[src/rtl/solenoid_bank_if.sv]
// APB3 slave bus bundle for the solenoid pulse controller.
// The master drives the request signals; the slave returns read data and response.
interface solenoid_bank_if;
  logic        PSEL;
  logic        PENABLE;
  logic        PWRITE;
  logic [31:0] PADDR;
  logic [31:0] PWDATA;
  logic [31:0] PRDATA;
  logic        PREADY;
  logic        PSLVERR;

  modport master (
    output PSEL, PENABLE, PWRITE, PADDR, PWDATA,
    input  PRDATA, PREADY, PSLVERR
  );

  modport slave (
    input  PSEL, PENABLE, PWRITE, PADDR, PWDATA,
    output PRDATA, PREADY, PSLVERR
  );
endinterface

[src/rtl/solenoid_bank.sv]
// Multi-channel APB3 solenoid pulse controller: per-channel programmable pulse
// length and coil-cooldown holdoff, with sticky completion flags and a level irq.
module solenoid_bank #(
  parameter int          NCH         = 4,
  parameter int          CNT_W       = 32,
  parameter logic [11:0] BASE_ADDR   = 12'h100,
  parameter int unsigned DEF_PULSE   = 50000000,
  parameter int unsigned DEF_HOLDOFF = 200000
) (
  input  logic               PCLK,
  input  logic               PRESERN,
  solenoid_bank_if.slave     apb,
  output logic [NCH-1:0]     trigger,
  output logic               irq
);

  typedef enum logic [1:0] {
    S_IDLE   = 2'd0,
    S_ACTIVE = 2'd1,
    S_HOLD   = 2'd2
  } state_t;

  logic             w_hit;
  logic             w_wr;
  logic             w_rd;
  logic [7:0]       w_off;
  logic [NCH-1:0]   w_wdat_n;
  logic [CNT_W-1:0] w_wdat_c;
  logic             w_unused_addr;

  assign w_hit         = (apb.PADDR[11:8] == BASE_ADDR[11:8]);
  assign w_off         = apb.PADDR[7:0];
  assign w_wr          = apb.PSEL & apb.PENABLE & apb.PWRITE & w_hit;
  assign w_rd          = apb.PSEL & ~apb.PENABLE & ~apb.PWRITE & w_hit;
  assign w_wdat_n      = apb.PWDATA[NCH-1:0];
  assign w_wdat_c      = apb.PWDATA[CNT_W-1:0];
  assign w_unused_addr = ^apb.PADDR[31:12];

  state_t           r_state [NCH];
  logic [CNT_W-1:0] r_cnt   [NCH];
  logic [CNT_W-1:0] r_plen  [NCH];
  logic [CNT_W-1:0] r_hold  [NCH];
  logic [NCH-1:0]   r_trig;
  logic [NCH-1:0]   r_done;
  logic [NCH-1:0]   r_drop;
  logic [NCH-1:0]   r_irq_en;
  logic [31:0]      r_prdata;

  logic [NCH-1:0] w_fire;
  logic [NCH-1:0] w_abort;
  logic [NCH-1:0] w_done_clr;
  logic [NCH-1:0] w_drop_clr;
  logic           w_wr_irqen;
  logic [NCH-1:0] w_wr_plen;
  logic [NCH-1:0] w_wr_hold;
  logic [NCH-1:0] w_active;
  logic [NCH-1:0] w_holding;
  logic [NCH-1:0] w_done_set;
  logic [NCH-1:0] w_drop_set;

  always_comb begin
    w_fire     = (w_wr && w_off == 8'h00) ? w_wdat_n : '0;
    w_abort    = (w_wr && w_off == 8'h04) ? w_wdat_n : '0;
    w_done_clr = (w_wr && w_off == 8'h0C) ? w_wdat_n : '0;
    w_drop_clr = (w_wr && w_off == 8'h14) ? w_wdat_n : '0;
    w_wr_irqen = w_wr && (w_off == 8'h10);
    w_wr_plen  = '0;
    w_wr_hold  = '0;
    w_active   = '0;
    w_holding  = '0;
    w_done_set = '0;
    w_drop_set = '0;
    for (int i = 0; i < NCH; i++) begin
      w_wr_plen[i] = w_wr && (w_off == 8'(32 + 8 * i));
      w_wr_hold[i] = w_wr && (w_off == 8'(36 + 8 * i));
      w_active[i]  = (r_state[i] == S_ACTIVE);
      w_holding[i] = (r_state[i] == S_HOLD);
      // An abort landing on the expiry cycle suppresses completion.
      w_done_set[i] = w_active[i] && (r_cnt[i] == CNT_W'(1)) && !w_abort[i];
      w_drop_set[i] = w_fire[i] && ((r_state[i] != S_IDLE) || (r_plen[i] == '0));
    end
  end

  logic [31:0] w_rdata;

  always_comb begin
    w_rdata = '0;
    case (w_off)
      8'h08: begin
        w_rdata[NCH-1:0]   = w_active;
        w_rdata[8 +: NCH]  = w_holding;
        w_rdata[16 +: NCH] = r_drop;
      end
      8'h0C:   w_rdata[NCH-1:0] = r_done;
      8'h10:   w_rdata[NCH-1:0] = r_irq_en;
      default: w_rdata = '0;
    endcase
    for (int i = 0; i < NCH; i++) begin
      if (w_off == 8'(32 + 8 * i)) w_rdata = 32'(r_plen[i]);
      if (w_off == 8'(36 + 8 * i)) w_rdata = 32'(r_hold[i]);
    end
  end

  always_ff @(posedge PCLK or posedge PRESERN) begin
    if (PRESERN) begin
      r_trig   <= '0;
      r_done   <= '0;
      r_drop   <= '0;
      r_irq_en <= '0;
      r_prdata <= '0;
      for (int i = 0; i < NCH; i++) begin
        r_state[i] <= S_IDLE;
        r_cnt[i]   <= '0;
        r_plen[i]  <= CNT_W'(DEF_PULSE);
        r_hold[i]  <= CNT_W'(DEF_HOLDOFF);
      end
    end else begin
      // New completions/drops take priority over a same-cycle W1C.
      r_done <= (r_done & ~w_done_clr) | w_done_set;
      r_drop <= (r_drop & ~w_drop_clr) | w_drop_set;
      if (w_wr_irqen) r_irq_en <= w_wdat_n;
      if (w_rd)       r_prdata <= w_rdata;
      for (int i = 0; i < NCH; i++) begin
        if (w_wr_plen[i]) r_plen[i] <= w_wdat_c;
        if (w_wr_hold[i]) r_hold[i] <= w_wdat_c;
        case (r_state[i])
          S_IDLE: begin
            if (w_fire[i] && (r_plen[i] != '0)) begin
              r_state[i] <= S_ACTIVE;
              r_cnt[i]   <= r_plen[i];
              r_trig[i]  <= 1'b1;
            end
          end
          S_ACTIVE: begin
            if (w_abort[i] || (r_cnt[i] == CNT_W'(1))) begin
              r_trig[i] <= 1'b0;
              if (r_hold[i] == '0) begin
                r_state[i] <= S_IDLE;
                r_cnt[i]   <= '0;
              end else begin
                r_state[i] <= S_HOLD;
                r_cnt[i]   <= r_hold[i];
              end
            end else begin
              r_cnt[i] <= r_cnt[i] - CNT_W'(1);
            end
          end
          S_HOLD: begin
            if (r_cnt[i] == CNT_W'(1)) begin
              r_state[i] <= S_IDLE;
              r_cnt[i]   <= '0;
            end else begin
              r_cnt[i] <= r_cnt[i] - CNT_W'(1);
            end
          end
          default: begin
            r_state[i] <= S_IDLE;
            r_cnt[i]   <= '0;
            r_trig[i]  <= 1'b0;
          end
        endcase
      end
    end
  end

  assign trigger     = r_trig;
  assign irq         = |(r_done & r_irq_en);
  assign apb.PRDATA  = r_prdata;
  assign apb.PREADY  = 1'b1;
  assign apb.PSLVERR = 1'b0;

endmodule

[src/flat_wrapper.sv]
// flat-port wrapper written by rule: the top's interface ports become plain ports
module solenoid_bank_flat 
#(
  parameter int          NCH         = 4,
  parameter int          CNT_W       = 32,
  parameter logic [11:0] BASE_ADDR   = 12'h100,
  parameter int unsigned DEF_PULSE   = 50000000,
  parameter int unsigned DEF_HOLDOFF = 200000
)
  (PCLK, PRESERN, trigger, irq, apb_PSEL, apb_PENABLE, apb_PWRITE, apb_PADDR, apb_PWDATA, apb_PRDATA, apb_PREADY, apb_PSLVERR);
  solenoid_bank_if apb_i ();
  input  logic PCLK;
  input  logic PRESERN;
  output logic [NCH-1:0] trigger;
  output logic irq;
  input wire logic [$bits(apb_i.PSEL)-1:0] apb_PSEL;
  input wire logic [$bits(apb_i.PENABLE)-1:0] apb_PENABLE;
  input wire logic [$bits(apb_i.PWRITE)-1:0] apb_PWRITE;
  input wire logic [$bits(apb_i.PADDR)-1:0] apb_PADDR;
  input wire logic [$bits(apb_i.PWDATA)-1:0] apb_PWDATA;
  output wire logic [$bits(apb_i.PRDATA)-1:0] apb_PRDATA;
  output wire logic [$bits(apb_i.PREADY)-1:0] apb_PREADY;
  output wire logic [$bits(apb_i.PSLVERR)-1:0] apb_PSLVERR;
  assign apb_i.PSEL = apb_PSEL;
  assign apb_i.PENABLE = apb_PENABLE;
  assign apb_i.PWRITE = apb_PWRITE;
  assign apb_i.PADDR = apb_PADDR;
  assign apb_i.PWDATA = apb_PWDATA;
  assign apb_PRDATA = apb_i.PRDATA;
  assign apb_PREADY = apb_i.PREADY;
  assign apb_PSLVERR = apb_i.PSLVERR;
  solenoid_bank #(.NCH(NCH), .CNT_W(CNT_W), .BASE_ADDR(BASE_ADDR), .DEF_PULSE(DEF_PULSE), .DEF_HOLDOFF(DEF_HOLDOFF)) u_core (.PCLK(PCLK), .PRESERN(PRESERN), .apb(apb_i), .trigger(trigger), .irq(irq));
endmodule
[config.mk]
export PLATFORM = sky130hd
export DESIGN_NAME = solenoid_bank_flat
export DESIGN_NICKNAME = d
export VERILOG_FILES = /design/src/rtl/solenoid_bank_if.sv /design/src/rtl/solenoid_bank.sv /design/src/flat_wrapper.sv
export SDC_FILE = /design/constraint.sdc
export NUM_CORES = 1
export LEC_CHECK = 0
export ABC_AREA = 0
export BUFFER_PORTS_ARGS = -buffer_cell sky130_fd_sc_hd__buf_4
export CAP_MARGIN = 10
export CORE_UTILIZATION = 45
export CTS_CLUSTER_SIZE = 40
export DETAILED_ROUTE_END_ITERATION = 16
export SETUP_SLACK_MARGIN = 0.1
export SYNTH_ARGS = -nofsm -noshare
export SYNTH_HDL_FRONTEND = slang
export SYNTH_SLANG_ARGS = --single-unit
export TNS_END_PERCENT = 50
[constraint.sdc]
create_clock -name PCLK -period 36.4 [get_ports PCLK]
set_input_delay 5.46 -clock PCLK [delete_from_list [all_inputs] [get_ports PCLK]]
set_output_delay 5.46 -clock PCLK [all_outputs]
set_load 0.05 [all_outputs]
==> impl_metrics.toml, run 1 <==
[floorplanning]
fp.coreArea_sq_um = 51500
chipWidth_um = 231
start_util_pct = 45.7
fp.dieH_um = 231
fp-row-count = 83
design.die.area_sq_um = 53300
ioPinCount = 108

[setup_path]
end_kind = "register"
worst_setup_path_start_kind = "primary input"
worst-endpoint-arrival_ns = 9.12
required_ns = 36.89
timing_worst_setup_path_type = "primary input to register"
rrSetupSlack_ns = 32.86
critical_path_peak_fanout = 21

[global_route]
global_route.usage.total_pct = 38.2
global_route.overflow_total = 0
grt_first_pass_wirelength_mm = 147
antenna_found_initial = 11
via_count_of_the_first_global_routing_pass = 20200
grt_max_degree = 148

[cells_and_area]
stdcell_count = 3074
layout.core_utilization_pct = 51.6
final_cell_area_sq_um = 26600
post_route_cells_drive_above_1_share_pct = 23.7
area_growth_syn_to_layout_pct = 12.8
num-nets-final = 2428

[clocking]
post_cts_hold_buffer_count = 0
post-cts-setup-buffer-count = 0
htree_num_levels = 2
clock_path_buffers = 3
cts_num_sinks = 440
cts.root.buffer_cell = "clkbuf_16"
cts.reportedPaths.clkPinSlew_ns = 0.05
cts_tree = "done"
cts_buffers = 49
worstSkewPairLatency_ns = 0.62
post_cts_resize_count = 0

[yosys]
yosys_warnings = 0
multiplexer_area_fraction_after_synthesis_pct = 11.7
count_of_flip_flops_with_a_built_in_enable_after_synthesis = 0
sequential_to_total_area_share_from_yosys_stat_pct = 47.1
synth_seq_cells = 440
share_of_synthesized_registers_carrying_an_async_set_or_reset_pct = 100
post_synth_and_or_nand_nor_area_fraction_pct = 16.9
synth_area_leaders = "dfrtp_1, mux2_2, dfstp_2, o21ai_0, nand2_1"
post-synth-top-area-fraction_pct = 39.1
syn-cell-area_sq_um = 23600
synth_fa_ha_area_share_pct = 0.425
synth_top_family_by_area = "compound AO/OA/AOI/OAI gates"
synth_compound_gate_area_share_pct = 19.6
postSynthCellCount = 2311
synth_top_flop_cell = "dfrtp_1"
synthXorXnorAreaFrac_pct = 0.855
synth.largest_area_cell = "dfrtp_1"
post_synth_num_cell_types = 85
mappedNetlistNets = 2388
synthesis.area_per_instance_sq_um = 10.2

[routing]
vias = 21800
antenna_left = 0
route.detailed.drc = 0
detailedRoute.firstIterationViolations = 3251
drt_pass1_iterations = 6
viasPerCell = 7.08
wire_per_inst_um = 33.1
drt-total-wl_mm = 102

[placed_design]
dp.cells = 2979
dp_hpwl_mm = 72.9
portBuffers = 85
gp_routability_congestion = 1.03
dpl-instance-area_sq_um = 24900

[timing]
tightest_slew_ns = 1.15
hold_viol_final = 0
finalSetupViolations = 0
post-route-period-util_pct = 23.7
maxSlewViolCount = 0
clock_skew_ns = 0.0396
max_clock_freq_mhz = 116
finalSetupTns_ns = 0
post-route-min-period_ns = 8.63
max-slew-margin-rel_pct = 23.1
rsz0062_at_grt = "false"

[outcome]
run_status = "completed"

[pwr]
internal_power_uw = 865
power.density_cell_area_nw_per_um2 = 45.4
comb_power_share_pct = 12.5
clkPwrFrac_pct = 43.4
sw_frac_of_total_pct = 28.3
p_leak_uw = 0.0115
irDropWorstVdd_v = 0.0000316
sequential_power_share_pct = 44.0
power.net_switching_uw = 342

[hold_path]
hp-class = "register to register"

[job]
cap_viol_max_count = 0
worst max-delay path, cell delays in order:
cell and delay, ns:
buf_4 0.12, nor4bb_1 0.64, nand4_1 0.81, buf_4 0.47, o21ai_1 0.15, buf_4 0.30
or2_1 0.64, o21ai_0 0.20, a211o_1 0.32
area by class of cell:
class                           count  area (sq um)
Antenna cell                        3          7.51
Clock inverter                     20           248
Clock buffer                       71          1430
Inverter                           42           165
Sequential cell                   440         11100
Tap cell                          680           851
Fill cell                        4773         24900
Multi-Input combinational cell   1677         11700
Timing Repair Buffer              141          1070
through the flow:
stage / worst slack (ns) / total power, uW / hold WS (ns)
after global placement: 27.36 / 684 / 0.461
after global routing: 27.80 / 1250 / 0.506
final: 27.77 / 1210 / 0.481
after CTS: 27.96 / 1210 / 0.486
after detailed placement: 27.33 / 687 / 0.474
after floorplan: 18.80 / 631 / 0.438
metal layers:
metal	wire, um	global-route usage (%)	part of all wire (%)	vias up
met3	10000	6.71	9.8	292
met2	43400	55.6	43	1362
met5	30	0	0.029	-
li1	-	-	-	9052
met4	5940	19.6	5.8	4
met1	42300	54.2	42	11000
layout by cell type, fill, tap and decap left out, types with 56 or more instances in the layout:
cell type	n
nor2_1	111
nor3_1	81
o21ai_0	158
dfstp_2	72
a21oi_1	56
dfrtp_1	368
buf_4	139
a22oi_1	89
mux2_2	234
nor4_1	113
nand2_1	189
path summary, 6_finish.rpt:
path | cells past startpoint | startpoint | to
setup / recovery | 9 | apb_PADDR[11] | u_core.r_cnt[107]
hold / removal | 1 | u_core.apb.PRDATA[23] | u_core.apb.PRDATA[23]
setup reg to reg | 7 | u_core.r_cnt[69] | u_core.r_cnt[70]
hold reg to reg | 1 | u_core.apb.PRDATA[23] | u_core.apb.PRDATA[23]
max in group asynchronous | 5 | PRESERN | u_core.r_cnt[2]
min in group asynchronous | 2 | PRESERN | u_core.r_cnt[37]
logic make-up after synthesis:
kind of cell    after synthesis
simple gates                749
compound gates              648
flops                       440
mux                         247
buf+inv                     194
xor+xnor                     23
fa+ha+maj                     8
other cells                   2
cells in the mapped netlist, types with 16 or more instances:
master / n
a22oi_1: 89
dfstp_2: 72
a22o_1: 30
or3_1: 27
a21o_1: 21
nor2_1: 113
nand3_1: 50
mux2_2: 234
o211ai_1: 26
nor4_1: 113
a221oi_1: 33
dfrtp_1: 368
nand2_1: 190
clkbuf_1: 116
nand4_1: 31
o22ai_1: 23
a31oi_1: 25
o21ai_0: 160
a221o_1: 16
a32oi_1: 21
inv_1: 42
a211oi_1: 25
a21oi_1: 56
buf_2: 27
a222oi_1: 29
nor3_1: 81
sequential cells by signal (all words and copies together), names as in the netlist:
name               flops
u_core.r_cnt         128
u_core.r_hold        128
u_core.r_plen        128
u_core.apb.PRDATA     32
u_core.r_state         8
u_core.r_done          4
u_core.r_drop          4
u_core.r_irq_en        4
u_core.trigger         4
power groups by stage:
| stage | Combinational, uW | Clock (uW) | Sequential, uW |
|---|---|---|---|
| after CTS | 149 | 529 | 531 |
| after global placement | 146 | 0 | 538 |
| after floorplan | 91.9 | 0 | 539 |
| after detailed placement | 148 | 0 | 539 |
| after global routing | 165 | 547 | 534 |
| final | 151 | 525 | 532 |
Note: power is estimated with default switching activity, not from simulation.
==> run 2, diff against run 1 <==
ABC_AREA = 1   (was 0)
clock period = 8.4 ns   (was 36.4 ns; I/O delays follow)
==> run 2 against run 1 <==
Wire length decreased by 6.0%. Sequential cell count stayed put. Area after synthesis is 9.0% higher. First-iteration DRC count down 9.9%. Synthesized cell count is 56% higher. Via count up 14%. Worst hold slack better by 0.00068 ns. Clock power increased to 4.7 times the previous value. Total power increased to 3.9 times the previous value. Highest routed layer is now met4.
==> impl_metrics.toml, run 2 <==
[clocking]
htree_num_levels = 2
post-cts-setup-buffer-count = 0
worstSkewPairLatency_ns = 0.61
cts_buffers = 51
cts_num_sinks = 440
clock_path_buffers = 3
post_cts_resize_count = 0
post_cts_hold_buffer_count = 0
cts.root.buffer_cell = "clkbuf_16"
cts_tree = "done"
cts.reportedPaths.clkPinSlew_ns = 0.06

[setup_path]
timing_worst_setup_path_type = "primary input to register"
critical_path.slowest_cell = "nor2_4"
cp_num_buf_inv = 1
cp_common_cell = "nand2_2"
worst_setup_path_start_kind = "primary input"
critPathTopFamily = "simple AND/OR/NAND/NOR gates"
worst-endpoint-arrival_ns = 4.83
critical_path_peak_fanout = 34
required_ns = 8.93
cp_slowest_stage_delay_ns = 0.90
critical_path.cell_chain = "buf_4 > nor2_1 > nand3b_1 > nor2_4 > nand3_4 > nor2_2 > nand2_2 > nand2_2 > nand4_1 > nand2_1"
end_kind = "register"

[timing]
post-route-period-util_pct = 51.2
clock_skew_ns = 0.0227
finalSetupViolations = 0
post-route-min-period_ns = 4.30
maxSlewViolCount = 0
tightest_slew_ns = 1.21
hold_viol_final = 0
finalSetupTns_ns = 0
final.setup.worst_slack_ns = 4.10
max_clock_freq_mhz = 232
rsz0062_at_grt = "false"
max-slew-margin-rel_pct = 18.9

[yosys]
yosys_warnings = 0
postSynthCellCount = 3613
synth_seq_cells = 440
synth_area_leaders = "dfrtp_1, nand2_1, nand3_1, dfstp_2, nor2_1"
share_of_synthesized_registers_carrying_an_async_set_or_reset_pct = 100
post-synth-top-area-fraction_pct = 35.9
mappedNetlistNets = 3690
sequential_to_total_area_share_from_yosys_stat_pct = 43.2
most_instantiated_library_cell_after_synthesis = "nand2_1"
post_synth_num_cell_types = 41
synthesis.area_per_instance_sq_um = 7.11
count_of_flip_flops_with_a_built_in_enable_after_synthesis = 0
syn-cell-area_sq_um = 25700
synth.largest_area_cell = "dfrtp_1"
netlist_top_cells_count = "nand2_1, nand3_1, dfrtp_1, nor2_1, inv_1"
synth_top_flop_cell = "dfrtp_1"

[floorplanning]
fp-row-count = 87
chipWidth_um = 241
start_util_pct = 45.5
fp.dieH_um = 241
design.die.area_sq_um = 58000
fp.coreArea_sq_um = 56400
ioPinCount = 108

[placed_design]
dp_hpwl_mm = 66.6
place_worst_setup_slack_ns = 3.62
portBuffers = 85
gp_routability_congestion = 0.969

[pwr]
p_leak_uw = 0.0127
irDropWorstVdd_v = 0.000168
power.density_cell_area_nw_per_um2 = 167
post-layout-total-power_uw = 4730

[routing]
detailedRoute.firstIterationViolations = 2928
drt-total-wl_mm = 95.6
wire_per_inst_um = 21.8
viasPerCell = 5.63
antenna_left = 0
route.detailed.drc = 0
drt_pass1_iterations = 12
vias = 24700

[outcome]
run_status = "completed"

[cells_and_area]
insertedDiodeCount = 0
largest_registers = "u_core.r_cnt x128, u_core.r_hold x128, u_core.r_plen x128"
post_route_cells_drive_above_1_share_pct = 9.84
num-nets-final = 3673
mostFrequentLayoutCell = "nand2_1"
area_growth_syn_to_layout_pct = 10.5
mostFrequentLayoutCells = "nand2_1, nand3_1, dfrtp_1"
layout.filler_cells = 5766

[global_route]
global_route.overflow_total = 0
global_route.usage.total_pct = 33.5
via_count_of_the_first_global_routing_pass = 22600
antenna_found_initial = 2
grt_first_pass_wirelength_mm = 146
grt_max_degree = 151

[hold_path]
hp-class = "register to register"

[job]
cap_viol_max_count = 0
==> run 2: changes by cell type in the layout (fill, tap and decap cells not counted), sizes merged, moves of 61 or more <==
cell / before / now
nand2: 190 / 1366
nand3: 50 / 476
nor2: 113 / 352
mux2: 234 / 0
inv: 42 / 202
o21ai: 166 / 304
a22oi: 89 / 0
nor4: 117 / 32
nor3: 82 / 21
==> run 2: routing by layer <==
metal | GRT usage (%) | share of wire (%) | up-vias
met5 | 0 | 0 | -
met1 | 50.8 | 45 | 11800
met3 | 7.24 | 10 | 159
li1 | - | - | 11600
met4 | 14.0 | 4.6 | 0
met2 | 45.4 | 40 | 1180
==> run 2: cells by family (layout without fill, tap and decap cells) <==
kind of cell | after synthesis | count (layout) | share of synthesized area (%)
AO/OA/AOI/OAI | 355 | 355 | 7.07
XOR/XNOR | 103 | 103 | 3.51
adder cells (fa/ha/maj) | 8 | 8 | 0.390
buffers and inverters | 378 | 403 | 6.70
flip-flops | 440 | 440 | 43.2
other | 2 | 2 | 0.0292
AND/OR/NAND/NOR | 2327 | 2327 | 39.1
==> run 2: area by class of cell <==
class	instances	area, sq um	share of cell area (%)
inverters	203	766	2.70
repair buffers	105	813	2.87
well taps	756	946	3.33
multi-input cells	2795	12900	45.5
flip-flops and latches	440	11100	39.1
clock inverters	13	268	0.944
clock buffers	82	1570	5.52
==> run 2: worst reg2reg max path: cells and delay by family, from the launching register on <==
family / cells / cell delay (ns)
flip-flops: 1 / 0.49
AND/OR/NAND/NOR: 8 / 2.28
==> run 2: report_power, final <==
| group | switching, uW | internal [uW] | total (uW) |
|---|---|---|---|
| logic | 120 | 24.1 | 145 |
| registers | 2.99 | 2120 | 2130 |
| clock network | 947 | 1510 | 2460 |
| total | 1070 | 3660 | 4730 |
==> run 2: stage by stage <==
stage	std cells	instance area, sq um	util, %	hold WS [ns]
after floorplan	3613	25700	-	0.449
after detailed placement	4299	26500	47.1	0.464
after global placement	4299	26500	47.1	0.465
after CTS	4394	28400	50.3	0.482
final	4394	28400	50.3	0.482
after global routing	4394	28400	50.3	0.501
==> run 2: final timing paths <==
kind,start,slack [ns],cells after the start,to
min reg2reg,u_core.apb.PRDATA[0],0.48,2,u_core.apb.PRDATA[0]
max reg2reg,u_core.r_plen[30],5.50,8,u_core.trigger[3]
min,u_core.apb.PRDATA[0],0.48,2,u_core.apb.PRDATA[0]
max in group asynchronous,PRESERN,5.83,4,u_core.r_hold[15]
min in group asynchronous,PRESERN,0.87,3,u_core.r_cnt[90]
max,apb_PADDR[9],4.10,10,u_core.trigger[3]
